$ cat config.mk
export PLATFORM = sky130hd
export DESIGN_NAME = regfile_wb_arbiter
export DESIGN_NICKNAME = d
export VERILOG_FILES = /design/src/rtl/wb_pkg.sv /design/src/rtl/rr_dual_picker.sv /design/src/rtl/regfile_wb_arbiter.sv
export SDC_FILE = /design/constraint.sdc
export NUM_CORES = 1
export LEC_CHECK = 0
export CAP_MARGIN = 20
export CORE_AREA = 2 2 186 188
export CTS_CLUSTER_SIZE = 10
export DETAILED_ROUTE_END_ITERATION = 10
export DIE_AREA = 0 0 188 190
export PLACE_DENSITY = 0.75
export RECOVER_POWER = 50
export SKIP_LAST_GASP = 1
export SYNTH_ARGS = -nofsm -noshare
export SYNTH_HDL_FRONTEND = slang
export SYNTH_SLANG_ARGS = --single-unit
export TNS_END_PERCENT = 5
$ cat constraint.sdc
create_clock -name clk -period 7.2 [get_ports clk]
set_clock_uncertainty 0.2 [all_clocks]
set_input_delay 0.72 -clock clk [delete_from_list [all_inputs] [get_ports clk]]
set_output_delay 0.72 -clock clk [all_outputs]
set_load 0.1 [all_outputs]
$ cat src/rtl/wb_pkg.sv
// Shared writeback-arbiter constants and types.
package wb_pkg;

    localparam int unsigned NREQ  = 4;
    localparam int unsigned XLEN  = 64;
    localparam int unsigned REG_W = 5;
    localparam int unsigned NREGS = 32;

    localparam int unsigned WB_ALU    = 0;
    localparam int unsigned WB_LSU    = 1;
    localparam int unsigned WB_MULDIV = 2;
    localparam int unsigned WB_NPU    = 3;

    typedef logic [REG_W-1:0] reg_idx_t;

endpackage

$ cat src/rtl/rr_dual_picker.sv
// Round-robin picker granting up to two nonzero-rd requesters per cycle;
// rd==0 requests are always granted and take no port.
module rr_dual_picker
    import wb_pkg::*;
#(
    parameter int unsigned N = 4,
    localparam int unsigned PW = (N > 1) ? $clog2(N) : 1
) (
    input  logic [N-1:0]     valid,
    input  reg_idx_t [N-1:0] rd,
    input  logic [PW-1:0]    rr_ptr,
    output logic [N-1:0]     grant_c,
    output logic             sel_a_vld_c,
    output logic [PW-1:0]    sel_a_c,
    output logic             sel_b_vld_c,
    output logic [PW-1:0]    sel_b_c,
    output logic             conflict_c
);

    logic [PW-1:0] idx;
    logic          done;
    reg_idx_t      a_rd;

    // A same-rd second candidate stops the scan so the held requester heads the next cycle.
    always_comb begin
        grant_c     = '0;
        sel_a_vld_c = 1'b0;
        sel_a_c     = '0;
        sel_b_vld_c = 1'b0;
        sel_b_c     = '0;
        conflict_c  = 1'b0;
        done        = 1'b0;
        a_rd        = '0;
        idx         = '0;
        for (int unsigned k = 0; k < N; k++) begin
            idx = PW'((32'(rr_ptr) + k) % N);
            if (valid[idx]) begin
                if (rd[idx] == '0) begin
                    grant_c[idx] = 1'b1;
                end else if (!done) begin
                    if (!sel_a_vld_c) begin
                        sel_a_vld_c  = 1'b1;
                        sel_a_c      = idx;
                        a_rd         = rd[idx];
                        grant_c[idx] = 1'b1;
                    end else if (rd[idx] == a_rd) begin
                        conflict_c = 1'b1;
                        done       = 1'b1;
                    end else begin
                        sel_b_vld_c  = 1'b1;
                        sel_b_c      = idx;
                        grant_c[idx] = 1'b1;
                        done         = 1'b1;
                    end
                end
            end
        end
    end

endmodule

$ cat src/rtl/regfile_wb_arbiter.sv
// Dual-port register-file writeback arbiter with pending-write scoreboard
// and saturating same-rd conflict counter.
module regfile_wb_arbiter
    import wb_pkg::*;
#(
    parameter int unsigned NREQ = wb_pkg::NREQ,
    parameter int unsigned XLEN = wb_pkg::XLEN
) (
    input  logic                      clk,
    input  logic                      rst_n,
    input  logic [NREQ-1:0]           wb_valid,
    input  logic [NREQ-1:0][REG_W-1:0] wb_rd,
    input  logic [NREQ-1:0][XLEN-1:0] wb_data,
    output logic [NREQ-1:0]           wb_ready,
    input  logic                      issue_valid,
    input  logic [REG_W-1:0]          issue_rd,
    output logic                      write_enable_a,
    output logic [REG_W-1:0]          write_addr_a,
    output logic [XLEN-1:0]           write_data_a,
    output logic                      write_enable_b,
    output logic [REG_W-1:0]          write_addr_b,
    output logic [XLEN-1:0]           write_data_b,
    output logic [NREGS-1:0]          reg_pending_writes,
    output logic [15:0]               conflict_count
);

    localparam int unsigned PW = (NREQ > 1) ? $clog2(NREQ) : 1;

    logic [NREQ-1:0]  req_vld;
    logic [NREQ-1:0]  grant;
    logic             sel_a_vld, sel_b_vld, conflict;
    logic [PW-1:0]    sel_a, sel_b;

    logic [PW-1:0]    rr_ptr_q, rr_ptr_d;
    logic             we_a_q, we_a_d, we_b_q, we_b_d;
    reg_idx_t         addr_a_q, addr_a_d, addr_b_q, addr_b_d;
    logic [XLEN-1:0]  data_a_q, data_a_d, data_b_q, data_b_d;
    logic [NREGS-1:0] pend_q, pend_d, pend_set, pend_clr;
    logic [15:0]      cnt_q, cnt_d;

    function automatic logic [PW-1:0] wrap_inc(input logic [PW-1:0] x);
        return (32'(x) == NREQ - 1) ? '0 : x + PW'(1);
    endfunction

    // No grant may occur while reset is asserted.
    assign req_vld = wb_valid & {NREQ{rst_n}};

    rr_dual_picker #(.N(NREQ)) u_picker (
        .valid       (req_vld),
        .rd          (wb_rd),
        .rr_ptr      (rr_ptr_q),
        .grant_c     (grant),
        .sel_a_vld_c (sel_a_vld),
        .sel_a_c     (sel_a),
        .sel_b_vld_c (sel_b_vld),
        .sel_b_c     (sel_b),
        .conflict_c  (conflict)
    );

    assign wb_ready = grant;

    always_comb begin
        rr_ptr_d = rr_ptr_q;
        we_a_d   = sel_a_vld;
        addr_a_d = sel_a_vld ? wb_rd[sel_a] : '0;
        data_a_d = sel_a_vld ? wb_data[sel_a] : '0;
        we_b_d   = sel_b_vld;
        addr_b_d = sel_b_vld ? wb_rd[sel_b] : '0;
        data_b_d = sel_b_vld ? wb_data[sel_b] : '0;
        pend_set = '0;
        pend_clr = '0;
        cnt_d    = cnt_q;

        if (sel_b_vld) begin
            rr_ptr_d = wrap_inc(sel_b);
        end else if (sel_a_vld) begin
            rr_ptr_d = wrap_inc(sel_a);
        end

        if (sel_a_vld) pend_clr[wb_rd[sel_a]] = 1'b1;
        if (sel_b_vld) pend_clr[wb_rd[sel_b]] = 1'b1;
        if (issue_valid) pend_set[issue_rd] = 1'b1;
        // A new allocation supersedes the retiring write to the same register.
        pend_d    = (pend_q & ~pend_clr) | pend_set;
        pend_d[0] = 1'b0;

        if (conflict && cnt_q != 16'hFFFF) cnt_d = cnt_q + 16'd1;
    end

    always_ff @(posedge clk or negedge rst_n) begin
        if (!rst_n) begin
            rr_ptr_q <= '0;
            we_a_q   <= 1'b0;
            addr_a_q <= '0;
            data_a_q <= '0;
            we_b_q   <= 1'b0;
            addr_b_q <= '0;
            data_b_q <= '0;
            pend_q   <= '0;
            cnt_q    <= '0;
        end else begin
            rr_ptr_q <= rr_ptr_d;
            we_a_q   <= we_a_d;
            addr_a_q <= addr_a_d;
            data_a_q <= data_a_d;
            we_b_q   <= we_b_d;
            addr_b_q <= addr_b_d;
            data_b_q <= data_b_d;
            pend_q   <= pend_d;
            cnt_q    <= cnt_d;
        end
    end

    assign write_enable_a     = we_a_q;
    assign write_addr_a       = addr_a_q;
    assign write_data_a       = data_a_q;
    assign write_enable_b     = we_b_q;
    assign write_addr_b       = addr_b_q;
    assign write_data_b       = data_b_q;
    assign reg_pending_writes = pend_q;
    assign conflict_count     = cnt_q;

    // Requesters must hold their payload while waiting for a grant.
    for (genvar i = 0; i < NREQ; i++) begin : g_hold_chk
        assert property (@(posedge clk) disable iff (!rst_n)
            (wb_valid[i] && !wb_ready[i]) |=>
            (!wb_valid[i] || ($stable(wb_rd[i]) && $stable(wb_data[i]))));
    end

endmodule

==> flow_summary.yaml, run 1 <==
floorplan:
  die_x_um: 188
  initial_core_util_pct: 36.8
  num_rows: 68
  core_mm2: 0.0339
  die_h_um: 190
  dieArea_mm2: 0.0357
  io_pins: 480
final_layout:
  layout-drive-gt1-share_pct: 11.3
  area_growth_pct: 45.8
  fin_nets: 1849
  mostFrequentLayoutCells: "clkdlybuf4s50_1, dfrtp_1, a211oi_1"
  nFillCells: 2882
  final_common_cell: "clkdlybuf4s50_1"
synth:
  async_reset_ff_share_pct: 100
  ys_seq_area_share_pct: 37.8
  synth_compound_area_share_pct: 17.9
  synth_edf_count: 0
  ys_seq_elements: 189
  synth-simple-area-share_pct: 14.6
  synth_ff_type: "dfrtp_1"
  synth_warnings: 0
  synth_top_family_by_area: "multiplexers"
  synth_nets: 1425
  synth-xor-area-share_pct: 1.74
  ys_types: 75
  syn_area_per_cell_um2: 11.0
  syn_inst: 1132
  synthAdderAreaFrac_pct: 0.581
  syn-cell-area_mm2: 0.0125
  muxShareOfSynthArea_pct: 23.4
timing:
  final-setup-viol-count: 0
  fin_ws_ns: 0.917
  period_share_pct: 87.3
  layout_min_cycle_time_ns: 6.28
  slew_headroom_pct: -168
  hold_viol: 0
  rsz0062_at_grt: "false"
  setup_tns_ns: 0
  fmax_mhz: 159
  report.final.slew_viol_count: 130
  tightest_slew_ns: 4.03
drt:
  routed_via_density: 5.85
  wl_per_cell_um: 23.9
  drt-total-wl_mm: 48.5
  dr.first_iter.drc_count: 905
  detail-route-antenna-nets: 0
  vias: 11800
  first_pass_iters: 5
  post-route-drc-count: 0
place:
  pre_cts_ws_ns: 1.01
  io_buffers: 478
  place_congestion: 0.961
  hpwl_mm: 35.4
job:
  maxCapViolCount: 2
critical_path:
  worstPathMaxFanout: 16
  cp_slowest_cell: "mux2i_1"
  cpPeakStageDelay_ns: 0.99
  end_kind: "register"
  worstPathArrival_ns: 6.46
  path_cells: "inv_1, ha_1, mux4_2, or4_1, o21a_1, nor3_2, o21ai_1, a31oi_1, a31oi_1, a31oi_4, mux2i_1, mux2i_1, nor2_1, o211ai_1"
  path_buf_inv: 1
  crit_type: "register to register"
  cp_top_family: "compound AO/OA/AOI/OAI gates"
  cp.required_ns: 7.38
  critical_path.startpoint_type: "register"
clock_network:
  cts.sinks: 189
  cts_tree: "yes"
  root_buffer: "clkbuf_16"
  clk_path_buf_depth: 2
  cts_made_buffers: 17
  clkTransAtPathRegs_ns: 0.08
  htree_levels: 4
  clk_latency_ns: 0.47
  ctsResizeCount: 0
global_routing:
  grt_usage_pct: 26.8
  grt_pass1_wl_mm: 73.5
  antenna_found_initial: 4
  grt_pass1_vias: 11900
  overflow: 0
  grt_max_degree: 160
worst_hold_path:
  hold_class: "register to register"
status:
  status: "complete, but fails checks"
  violations: "capacitance limit, slew limit"
## worst reg2reg max path, stage by stage, from the launching register on
cell and delay [ns]:
dfrtp_1 0.35, inv_1 0.17, ha_1 0.88, mux4_2 0.54, or4_1 0.60, o21a_1 0.31
nor3_2 0.32, o21ai_1 0.13, a31oi_1 0.34, a31oi_1 0.21, a31oi_4 0.54, mux2i_1 0.19
mux2i_1 0.99, nor2_1 0.18, o211ai_1 0.25
## Yosys cell counts, types with 12 or more instances
master / number / area [µm²]
o21ai_1: 12 / 60.1
o21ai_0: 34 / 170
nor2b_1: 66 / 413
xnor2_1: 17 / 149
a211oi_1: 130 / 976
o21bai_1: 13 / 97.6
o21a_1: 12 / 90.1
nor2_1: 28 / 105
clkbuf_1: 42 / 158
and2_1: 74 / 463
dfrtp_1: 189 / 4730
nand3_1: 21 / 105
mux2i_1: 91 / 911
inv_1: 12 / 45.0
mux4_2: 85 / 1910
buf_2: 25 / 125
o211ai_1: 20 / 150
nand2_1: 81 / 304
## repair_timing
item	4_1_cts	5_1_grt
setup buffers	0	0
hold endpoints to repair	6	0
endpoints found under the setup margin	0	0
hold buffers	1	0
## cells by family after synthesis
kind of cell | Yosys count
xor+xnor | 24
flops | 189
simple gates | 330
compound gates | 298
mux | 183
other cells | 1
fa+ha+maj | 6
buf+inv | 101
## per-stage QoR
| stage | cell area (µm²) | hold slack (ns) | cells | utilization (%) |
|---|---|---|---|---|
| 3_5_place_dp | 17600 | 0.292 | 1990 | 52.0 |
| 6_report | 18200 | 0.292 | 2026 | 53.7 |
| 5_1_grt | 18200 | 0.322 | 2025 | 53.7 |
| 2_1_floorplan | 12500 | 0.224 | 1132 | - |
| 3_3_place_gp | 17600 | 0.282 | 1990 | 52.0 |
| 4_1_cts | 18200 | 0.301 | 2023 | 53.7 |
## per-layer routing
metal / vias up / wire (µm) / GRT usage [%]
li1: 5177 / - / -
met1: 5944 / 19700 / 35.3
met2: 629 / 23000 / 43.5
met3: 93 / 4050 / 5.63
met4: 4 / 1650 / 10.5
met5: - / 27 / 0
## layout make-up
type	instances	area [µm²]	area share (%)
antenna	2	5.00	0.0275
clock buffer	19	443	2.43
clock inverter	13	128	0.700
inverter	12	45.0	0.247
multi-input combinational	842	7300	40.1
sequential	189	4730	26.0
tap	455	569	3.12
timing repair buffer	494	5010	27.5
## final timing paths
kind,from,to,slack (ns),depth (start not counted)
setup / recovery,rr_ptr_q[0],reg_pending_writes[5],0.92,14
hold / removal,conflict_count[5],conflict_count[5],0.29,1
setup reg to reg,rr_ptr_q[0],reg_pending_writes[5],0.92,14
hold reg to reg,conflict_count[5],conflict_count[5],0.29,1
max in group asynchronous,rst_n,write_data_b[37],1.73,4
min in group asynchronous,rst_n,rr_ptr_q[1],0.67,2
## flip-flops by register name, summed over array words and instances, names as in the netlist
| name | cells |
|---|---|
| write_data_b | 64 |
| rr_ptr_q | 2 |
| conflict_count | 16 |
| write_addr_b | 5 |
| write_addr_a | 5 |
| write_enable_a | 1 |
| write_enable_b | 1 |
| write_data_a | 64 |
| reg_pending_writes | 31 |
Power of run 1 is not shown: default switching activity piles up to over one toggle a cycle in this logic, so the estimate is an artifact.
==> inputs of run 2 (changes only) <==
--- a/config.mk
+++ b/config.mk
@@ -5,7 +5,6 @@
 export SDC_FILE = /design/constraint.sdc
 export NUM_CORES = 1
 export LEC_CHECK = 0
-export CAP_MARGIN = 20
 export CORE_AREA = 2 2 186 188
 export CTS_CLUSTER_SIZE = 10
 export DETAILED_ROUTE_END_ITERATION = 10
==> run 2 against run 1 <==
Net effect: the run still ends with capacitance limit, slew limit left; register-to-register slack better by 0.03 ns; critical endpoint unchanged; design area decreased by 0.11%; global-route usage is the same; core utilization shrank 0.059 points; wire length shrank 0.15%; non-clock buffer count down 1; hold slack is essentially flat; sequential cell count unchanged; largest cell class unchanged.
==> flow_summary.yaml, run 2 (synthesis results as in run 1) <==
clock_network:
  root_buffer: "clkbuf_16"
  clk_path_buf_depth: 2
  clkTransAtPathRegs_ns: 0.08
  cts.sinks: 189
  cts_made_buffers: 17
  cts_tree: "yes"
  ctsResizeCount: 0
  clk_latency_ns: 0.46
  htree_levels: 4
final_layout:
  multi_input_area_mm2: 0.00730
  layout-drive-gt1-share_pct: 11.3
  seqCellArea_mm2: 0.00473
  fin_nets: 1848
  area_growth_pct: 45.6
  nFillCells: 2884
  final_common_cell: "clkdlybuf4s50_1"
  stdcell_area_mm2: 0.0182
  stdcell_count: 2025
  mostFrequentLayoutCells: "clkdlybuf4s50_1, dfrtp_1, a211oi_1"
critical_path:
  crit_type: "register to register"
  worstPathArrival_ns: 6.43
  critical_path.startpoint_type: "register"
  cp.required_ns: 7.37
  worstPathMaxFanout: 16
  end_kind: "register"
drt:
  vias: 11900
  first_pass_iters: 5
  post-route-drc-count: 0
  wl_per_cell_um: 23.9
  drt-total-wl_mm: 48.4
  detail-route-antenna-nets: 0
  dr.first_iter.drc_count: 800
  routed_via_density: 5.85
global_routing:
  overflow: 0
  antenna_found_initial: 4
  grt_usage_pct: 26.8
  grt_pass1_vias: 11900
  grt_pass1_wl_mm: 73.5
  grt_max_degree: 160
timing:
  final-setup-viol-count: 0
  setup_tns_ns: 0
  tightest_slew_ns: 4.13
  holdWs_ns: 0.292
  fmax_mhz: 160
  period_share_pct: 86.9
  layout_min_cycle_time_ns: 6.26
  rsz0062_at_grt: "false"
  report.final.slew_viol_count: 130
  hold_viol: 0
  slew_headroom_pct: -175
place:
  hpwl_mm: 35.4
  placedCellCount: 1990
  io_buffers: 478
  placedInstanceArea_mm2: 0.0176
  place_congestion: 0.961
floorplan:
  io_pins: 480
  num_rows: 68
  dieArea_mm2: 0.0357
  die_x_um: 188
  core_mm2: 0.0339
  die_h_um: 190
  initial_core_util_pct: 36.8
status:
  status: "complete, but fails checks"
  violations: "capacitance limit, slew limit"
worst_hold_path:
  hold_class: "register to register"
job:
  maxCapViolCount: 2
-- run 2: cell types whose count changed in the layout (fill, tap and decap cells not counted), sizes merged --
cell,previous run,this run
buf,16,15
-- run 2: what timing repair did --
| item | 4_1_cts | 5_1_grt |
|---|---|---|
| buffers inserted | 0 | 0 |
| hold endpoints to repair | 6 | 0 |
| hold buffers | 1 | 0 |
-- run 2: layout make-up --
| type | instances | area share (%) |
|---|---|---|
| Sequential cell | 189 | 26.0 |
| Timing Repair Buffer | 493 | 27.4 |
| Multi-Input combinational cell | 842 | 40.1 |
| Inverter | 12 | 0.247 |
| Clock buffer | 19 | 2.43 |
| Clock inverter | 13 | 0.701 |
| Antenna cell | 2 | 0.0275 |
| Tap cell | 455 | 3.13 |
-- run 2: routing by layer --
layer / vias to the layer above / track usage (%) / part of all wire, %
met1: 5940 / 35.3 / 41
met2: 628 / 43.5 / 47
li1: 5179 / - / -
met4: 4 / 10.5 / 3.5
met5: - / 0 / 0.056
met3: 103 / 5.63 / 8.0
-- run 2: final timing paths --
kind                                   start  depth (start not counted)               endpoint  slack, ns
max in group asynchronous              rst_n                          3       write_data_b[27]       1.70
hold reg to reg            conflict_count[5]                          1      conflict_count[5]       0.29
min in group asynchronous              rst_n                          2            rr_ptr_q[1]       0.68
hold / removal             conflict_count[5]                          1      conflict_count[5]       0.29
setup / recovery                 rr_ptr_q[0]                         14  reg_pending_writes[5]       0.94
setup reg to reg                 rr_ptr_q[0]                         14  reg_pending_writes[5]       0.94
-- run 2: through the flow --
stage	worst slack (ns)	utilization, %
2_1_floorplan	1.42	-
3_3_place_gp	1.08	52.0
3_5_place_dp	1.01	52.0
4_1_cts	1.02	53.7
5_1_grt	0.758	53.6
6_report	0.945	53.6
-- run 2: worst max-delay path, cell delays in order, from the launching register on --
cell and delay [ns]:
dfrtp_1 0.35, inv_1 0.17, ha_1 0.87, mux4_2 0.53
or4_1 0.60, o21a_1 0.31, nor3_2 0.32, o21ai_1 0.13
a31oi_1 0.33, a31oi_1 0.21, a31oi_4 0.53, mux2i_1 0.19
mux2i_1 0.95, nor2_1 0.18, o211ai_1 0.26
Power of run 2 is left out for the same reason.
